==> src/rtl/kronos_stbuf.sv <==
// kronos_stbuf: in-order store buffer between the Kronos LSU and the data bus.
// Queues up to DEPTH stores, drains them one at a time to the data interface,
// and checks every load probe against the queued stores (optional forwarding).
module kronos_stbuf #(
    parameter int unsigned DEPTH             = 4,
    parameter bit          ALLOW_LOAD_BYPASS = 1'b0,
    parameter bit          CONFLICT_STALL    = 1'b1
) (
    input  logic                     clk,
    input  logic                     rstz,
    // store enqueue
    input  logic                     st_vld,
    output logic                     st_rdy,
    input  logic [31:0]              st_addr,
    input  logic [31:0]              st_data,
    input  logic [3:0]               st_mask,
    // load probe
    input  logic                     ld_vld,
    input  logic [31:0]              ld_addr,
    input  logic [3:0]               ld_mask,
    output logic                     ld_hit,
    output logic [31:0]              ld_fwd_data,
    output logic                     ld_stall,
    // status
    input  logic                     bus_busy,
    output logic                     empty,
    output logic [$clog2(DEPTH):0]   count,
    // data bus
    output logic [31:0]              data_addr,
    output logic [31:0]              data_wr_data,
    output logic [3:0]               data_mask,
    output logic                     data_wr_en,
    output logic                     data_req,
    input  logic                     data_ack
);

    localparam int unsigned PW = $clog2(DEPTH);

    typedef enum logic {
        S_IDLE,
        S_ISSUE
    } state_e;

    state_e          state_q, state_d;
    logic [PW:0]     wr_ptr_q, wr_ptr_d;
    logic [PW:0]     rd_ptr_q, rd_ptr_d;
    logic [PW-1:0]   wr_idx, rd_idx;
    logic            full, push, pop;

    logic [29:0]     ent_addr_q [DEPTH];
    logic [31:0]     ent_data_q [DEPTH];
    logic [3:0]      ent_mask_q [DEPTH];

    logic [PW:0]     ovl_cnt;
    logic [PW-1:0]   sel_idx;
    logic [PW-1:0]   age;
    logic            conflict;

    // Byte offsets are irrelevant: entries and probes work on word addresses.
    logic            unused_addr_bits;
    assign unused_addr_bits = ^{st_addr[1:0], ld_addr[1:0]};

    // Occupancy: the extra pointer MSB separates full from empty.
    assign wr_idx = wr_ptr_q[PW-1:0];
    assign rd_idx = rd_ptr_q[PW-1:0];
    assign count  = wr_ptr_q - rd_ptr_q;
    assign full   = (count == (PW+1)'(DEPTH));
    assign empty  = (count == '0);
    assign st_rdy = ~full;
    assign push   = st_vld & ~full;
    assign pop    = data_req & data_ack;

    // Pointer next-state: one step per accepted store / acknowledged write.
    always_comb begin
        wr_ptr_d = wr_ptr_q;
        rd_ptr_d = rd_ptr_q;
        if (push) wr_ptr_d = wr_ptr_q + (PW+1)'(1);
        if (pop)  rd_ptr_d = rd_ptr_q + (PW+1)'(1);
    end

    // Drain FSM: IDLE requests when the bus is free; ISSUE holds the request until ack.
    always_comb begin
        // NOTE: every combinational output gets a default first, so no path leaves it unassigned and no latch is inferred.
        state_d  = state_q;
        data_req = 1'b0;
        case (state_q)
            S_IDLE: begin
                data_req = ~empty & ~bus_busy;
                if (data_req && !data_ack) state_d = S_ISSUE;
            end
            S_ISSUE: begin
                // An issued request is never withdrawn, whatever bus_busy does.
                data_req = 1'b1;
                if (data_ack) state_d = S_IDLE;
            end
            default: state_d = S_IDLE;
        endcase
    end

    // Control state registers; reset drops any in-flight request at once.
    always_ff @(posedge clk or negedge rstz) begin
        // NOTE: sequential state is updated with non-blocking assignments so all registers see pre-edge values.
        if (!rstz) begin
            wr_ptr_q <= '0;
            rd_ptr_q <= '0;
            state_q  <= S_IDLE;
        end else begin
            wr_ptr_q <= wr_ptr_d;
            rd_ptr_q <= rd_ptr_d;
            state_q  <= state_d;
        end
    end

    // Entry storage written at the tail on every accepted store.
    always_ff @(posedge clk) begin
        // NOTE: entry storage has no reset; validity comes only from the pointers, so stale contents are never observed.
        if (push) begin
            ent_addr_q[wr_idx] <= st_addr[31:2];
            ent_data_q[wr_idx] <= st_data;
            ent_mask_q[wr_idx] <= st_mask;
        end
    end

    // Head entry drives the bus; it stays stable until acknowledged.
    assign data_addr    = {ent_addr_q[rd_idx], 2'b00};
    assign data_wr_data = ent_data_q[rd_idx];
    assign data_mask    = ent_mask_q[rd_idx];
    assign data_wr_en   = data_req;

    // Load check: count valid entries overlapping the probe, remember the matching slot.
    always_comb begin
        ovl_cnt = '0;
        sel_idx = '0;
        age     = '0;
        for (int i = 0; i < int'(DEPTH); i++) begin
            // Distance from the head decides whether slot i currently holds a queued store.
            age = PW'(i) - rd_idx;
            if (({1'b0, age} < count) &&
                (ent_addr_q[i] == ld_addr[31:2]) &&
                ((ent_mask_q[i] & ld_mask) != 4'b0)) begin
                ovl_cnt = ovl_cnt + (PW+1)'(1);
                // Forwarding requires a single overlap, so that slot is also the youngest.
                sel_idx = PW'(i);
            end
        end
    end

    assign conflict    = ld_vld && (ovl_cnt != '0);
    assign ld_hit      = ALLOW_LOAD_BYPASS && conflict && (ovl_cnt == (PW+1)'(1)) &&
                         ((ent_mask_q[sel_idx] & ld_mask) == ld_mask);
    assign ld_fwd_data = ld_hit ? ent_data_q[sel_idx] : 32'h0;
    assign ld_stall    = CONFLICT_STALL && conflict && !ld_hit;

endmodule

==> config.mk <==
export PLATFORM = sky130hd
export DESIGN_NAME = kronos_stbuf
export DESIGN_NICKNAME = d
export VERILOG_FILES = /design/src/rtl/kronos_stbuf.sv
export SDC_FILE = /design/constraint.sdc
export NUM_CORES = 1
export LEC_CHECK = 0
export ABC_AREA = 1
export BUFFER_PORTS_ARGS = -buffer_cell sky130_fd_sc_hd__buf_2
export CAP_MARGIN = 10
export CORE_ASPECT_RATIO = 0.6
export CORE_MARGIN = 2
export CORE_UTILIZATION = 30
export CTS_CLUSTER_DIAMETER = 40
export DETAILED_ROUTE_END_ITERATION = 12
export GPL_TIMING_DRIVEN = 1
export PLACE_DENSITY = 0.57
export SYNTH_ARGS = -nofsm -noshare
export SYNTH_HDL_FRONTEND = slang
export SYNTH_SLANG_ARGS = --single-unit
==> constraint.sdc <==
create_clock -name clk -period 5.5 [get_ports clk]
set_clock_uncertainty 0.05 [all_clocks]
set_input_delay 0.55 -clock clk [delete_from_list [all_inputs] [get_ports clk]]
set_output_delay 0.55 -clock clk [all_outputs]
set_load 0.05 [all_outputs]
==> metrics list <==
* Total clock buffers created by CTS: 38
- In this run the core area contains just under 60 standard-cell rows.
* Setup Fix Bufs, Post-CTS: 0
- The count of nets left with antenna violations once routing finished came out at 0.
- Setup total negative slack on the finished layout was measured at 0 ps.
* Area of the multi-input gates: between 3000 and 4000 um^2
* Flip-flop and latch count after synthesis: 271
* Commonest register cell after synthesis: sky130_fd_sc_hd__edfxtp_1
- For the worst flop-to-flop path, the logic depth is 10.
- Max-cap violations in this run came to 0.
* Final weighted congestion in routability-driven placement: about 0.87
- Sequential element share of the synthesized area: 0.635
* Num ports: between 200 and 250
- In this run the critical register-to-register path is captured at ent_data_q[0][28]$_DFFE_PP_.
- Final layout net count: around 1,500
- Along the worst hold path, the cell count comes to 1.
- The floorplan step set the die width to around 270 um.
- A synthesized cell averages approximately 11 um^2.
- In this run the critical register-to-register path is launched from wr_ptr_q[0]$_DFFE_PN0P_.
* WL per Instance: around 19 um
* Critical path arrival: approximately 4500 ps
- The worst hold path begins at st_mask[3].
- The Yosys step of the flow raised 0 warnings.
- Clock tree synthesis selected as its root buffer the cell sky130_fd_sc_hd__clkbuf_16.
* CP Launch Type: flop
* H-tree Lvls: 2
* Power per cell area: around 640 nW/um^2
- Layout cell share with drive strength beyond 1: 0.224
- For this block, the via count after detailed routing is 9,151.
- Worst min-delay path endpoint: ent_mask_q[0][3]$_DFFE_PP_
- The floorplan step set the die height to 164 um.
* Area fraction in compound gates after synthesis: 0.110
- In this run the worst setup path begins at wr_ptr_q[0]$_DFFE_PN0P_.
- After detailed routing, the number of vias per cell comes to between 4 and 5.
- Across every metal layer, demand over resource in global routing totals 0.168.
* Post-Synth XOR/XNOR Area: 0.0453
- The core region is between 40,000 and 50,000 um^2.
- Later-pin clock latency in the skew report: approximately 530 ps
- The synthesized netlist occupies a cell area of 12,800 um^2.
* Time the final worst path needs with I/O delays and setup: 5070 ps
- The worst path meets setup with around 430 ps of slack.
* Worst rel slew slack: 0.325
- Summing all flip-flop and latch instances after layout gives between 8000 and 9000 um^2.
- Mux cell area share after synthesis: 0
- Drt initial violations: roughly 900
* Async SR Flop Fraction: 0.0258
- Counting flops with a built-in enable in the synthesized netlist gives between 200 and 300.
- Req. time, crit path: around 4900 ps
- Starting utilization of the core area: 0.304
- Of the total synthesized cell area, the portion taken by AND, OR, NAND and NOR gates is 0.123.
* Detailed Place HPWL: roughly 25 mm
- The longest clock path from root to sink contains 3 buffers.
- The filler cells instantiated in the layout total just over 4,000.
- By startpoint and endpoint, the worst setup path is classified as flop to primary output.
- The number of pins with negative max-slew slack in the final report is 0.
- Of the available clock period, the critical path in the final layout requires 0.922.
- Clock Sinks: 271
- Slew of the pin with the lowest slew margin: about 1000 ps
* Area growth from synthesis to layout: 21.1%
* Total setup violations reported at the end of the flow: 0
- sky130_fd_sc_hd__edfxtp_1 takes more of the synthesized area than any other cell.
- At the placement stage, the worst setup path has a slack of approximately 940 ps.
- For this run, global-route usage on met2 was measured as 0.238.
- Across the VDD grid, the largest voltage drop is ~600 uV.
- Along the worst path, the maximum fanout reaches 7.
* Portion of synthesized cell area occupied by the leading cell type: 0.621
- Die area: about 44,000 um^2
- Pin count of the biggest net entering global routing: 81
* Setup repair after global routing missed its margin: no
* TritonCTS clock tree: done
* Fraction of the mapped netlist area in adder cells: 0.0182
- The initial antenna violation count was 12.
* Synthesized netlist cell count: 1,177
- In this run the worst hold path is classified as input port to flop.
* Clock Pin Slew Worst Setup and Hold Paths: about 60 ps
* Dominant combinational cell family by area after synthesis: simple AND/OR/NAND/NOR gates
- The analysis attributes to cell leakage a power of 0.00599 uW.
- During placement, the flow inserted port buffers numbering ~180.
* Crit path capture type: primary output
* Highest Clock Rate: around 200 MHz
* Global routing met3 resource utilization: 0.0595
* Routing layer with the top usage in global route: met1
- The number of global-route vias before repair was around 8,500.
* Router iterations before antenna repair: 5
* Result of the run: finished, final reports clean
* Overflow after GRT: 0
- For this run, design rule violations remaining after detail routing come to 0.
* First-pass GRT wire length: about 55 mm
* Met1 global-route usage: 0.245
- The number of hold violations in the final report came to 0.
- Reg-to-reg setup timing slack: about 1800 ps
- Count of different cell masters after synthesis: 39
- Largest cells by area after synthesis: sky130_fd_sc_hd__edfxtp_1 (62%), sky130_fd_sc_hd__o21ai_0 (5.8%), sky130_fd_sc_hd__nor2_1 (5.1%)
- The final layout contains routed wiring with a total length of around 37 mm.
## registers in the layout, indices dropped and copies added, names as in the netlist
signal,count
ent_addr_q,120
ent_data_q,128
ent_mask_q,16
rd_ptr_q,3
state_q,1
wr_ptr_q,3
## synth_stat cells, types with 2 or more instances
master,instances
sky130_fd_sc_hd__edfxtp_1,264
sky130_fd_sc_hd__nor2_1,173
sky130_fd_sc_hd__nand2_1,163
sky130_fd_sc_hd__o21ai_0,147
sky130_fd_sc_hd__inv_1,74
sky130_fd_sc_hd__o22ai_1,64
sky130_fd_sc_hd__xnor2_1,50
sky130_fd_sc_hd__clkbuf_1,39
sky130_fd_sc_hd__buf_4,36
sky130_fd_sc_hd__inv_2,27
sky130_fd_sc_hd__a21oi_1,19
sky130_fd_sc_hd__ha_1,17
sky130_fd_sc_hd__xor2_1,16
sky130_fd_sc_hd__buf_2,12
sky130_fd_sc_hd__nand4_1,11
sky130_fd_sc_hd__a221oi_1,9
sky130_fd_sc_hd__nand3_1,9
sky130_fd_sc_hd__dfrtp_1,7
sky130_fd_sc_hd__nand2_2,5
sky130_fd_sc_hd__a22o_1,4
sky130_fd_sc_hd__nor2_2,4
sky130_fd_sc_hd__nor4_1,4
sky130_fd_sc_hd__a21o_1,2
sky130_fd_sc_hd__buf_1,2
sky130_fd_sc_hd__nand2_4,2
sky130_fd_sc_hd__nor2_8,2
sky130_fd_sc_hd__o211ai_1,2
sky130_fd_sc_hd__o21ai_1,2
## what timing repair did
action                                  4_1_cts  5_1_grt
endpoints found under the setup margin        0        1
gates resized for setup                       0        1
hold buffers                                  1        0
endpoints found under the hold margin         7        0
## metal layers
metal  up-vias  share of wire
li1       4391              -
met1      4343           0.46
met2       359           0.42
met3        54           0.11
met4         4          0.015
met5         -        0.00070
## stage by stage
stage                     hold slack (ps)  instances  total power, uW  utilization  cell area (um^2)
after floorplan                       204       1211             6310            -             12900
final                                 170       1964             9960        0.368             15500
after global routing                  154       1955            10500        0.368             15400
after detailed placement              355       1884             7610        0.338             14200
after CTS                             143       1955            10100        0.368             15400
after global placement                351       1884             7580        0.338             14200
## worst max-delay path by stage
stage | slack (ps) | endpoint
after detailed placement | 940 | ld_stall
after CTS | 370 | ld_stall
after global routing | 90 | ld_stall
final | 430 | ld_stall
after floorplan | -580 | ent_addr_q[0][0]$_DFFE_PP_
after global placement | 1060 | ld_stall
## worst max-delay path: stages (launching register included)
cell                       delay [ps]
sky130_fd_sc_hd__dfrtp_1          430
sky130_fd_sc_hd__inv_1            160
sky130_fd_sc_hd__ha_1             190
sky130_fd_sc_hd__inv_1             70
sky130_fd_sc_hd__fa_1             520
sky130_fd_sc_hd__inv_2             90
sky130_fd_sc_hd__ha_1             280
sky130_fd_sc_hd__a21oi_1          230
sky130_fd_sc_hd__o211ai_1         120
sky130_fd_sc_hd__nor2_1           250
sky130_fd_sc_hd__ha_1             250
sky130_fd_sc_hd__inv_1            110
sky130_fd_sc_hd__nor3_2           250
sky130_fd_sc_hd__nor2_1            80
sky130_fd_sc_hd__ha_1             200
sky130_fd_sc_hd__nand3_1          100
sky130_fd_sc_hd__nand3_1           90
sky130_fd_sc_hd__nand2_1           70
sky130_fd_sc_hd__inv_1             50
sky130_fd_sc_hd__a21oi_2          120
sky130_fd_sc_hd__buf_2            280
## cell type report
class | count | area share
Sequential cell | 271 | 0.525
Clock buffer | 41 | 0.0636
Timing Repair Buffer | 193 | 0.0657
Clock inverter | 29 | 0.0178
Tap cell | 570 | 0.0462
Multi-Input combinational cell | 750 | 0.256
Antenna cell | 9 | 0.00146
Inverter | 101 | 0.0247
## logic make-up after synthesis
logic type,Yosys count
AND/OR/NAND/NOR,379
flip-flops,271
XOR/XNOR,66
other,1
buffers and inverters,190
adder cells (fa/ha/maj),18
AO/OA/AOI/OAI,252
## power by group
part / total (uW) / switching (uW) / internal, uW
Clock: 2400 / 975 / 1430
Combinational: 4530 / 3550 / 981
Sequential: 3030 / 193 / 2840
## cell usage in the layout, fill, tap and decap left out, types with 4 or more instances in the layout
master / synthesis / final
sky130_fd_sc_hd__clkinv_2: 0 / 7
sky130_fd_sc_hd__buf_2: 12 / 179
sky130_fd_sc_hd__inv_6: 0 / 7
sky130_fd_sc_hd__a21oi_1: 19 / 19
sky130_fd_sc_hd__ha_1: 17 / 17
sky130_fd_sc_hd__o21ai_0: 147 / 147
sky130_fd_sc_hd__diode_2: 0 / 9
sky130_fd_sc_hd__a221oi_1: 9 / 9
sky130_fd_sc_hd__inv_2: 27 / 29
sky130_fd_sc_hd__conb_1: 1 / 35
sky130_fd_sc_hd__o22ai_1: 64 / 64
sky130_fd_sc_hd__clkinv_4: 0 / 5
sky130_fd_sc_hd__xnor2_1: 50 / 50
sky130_fd_sc_hd__buf_4: 36 / 12
sky130_fd_sc_hd__clkinv_1: 0 / 4
sky130_fd_sc_hd__nor2_1: 173 / 169
sky130_fd_sc_hd__inv_1: 74 / 71
sky130_fd_sc_hd__edfxtp_1: 264 / 264
sky130_fd_sc_hd__clkbuf_16: 0 / 39
sky130_fd_sc_hd__nor2_4: 1 / 5
sky130_fd_sc_hd__nor4_1: 4 / 4
sky130_fd_sc_hd__nand4_1: 11 / 11
sky130_fd_sc_hd__xor2_1: 16 / 16
sky130_fd_sc_hd__nor2_2: 4 / 4
sky130_fd_sc_hd__nand3_1: 9 / 9
sky130_fd_sc_hd__a22o_1: 4 / 4
sky130_fd_sc_hd__nand2_2: 5 / 5
sky130_fd_sc_hd__nand2_1: 163 / 163
sky130_fd_sc_hd__dfrtp_1: 7 / 5
Note: power is estimated with default switching activity, not from simulation.
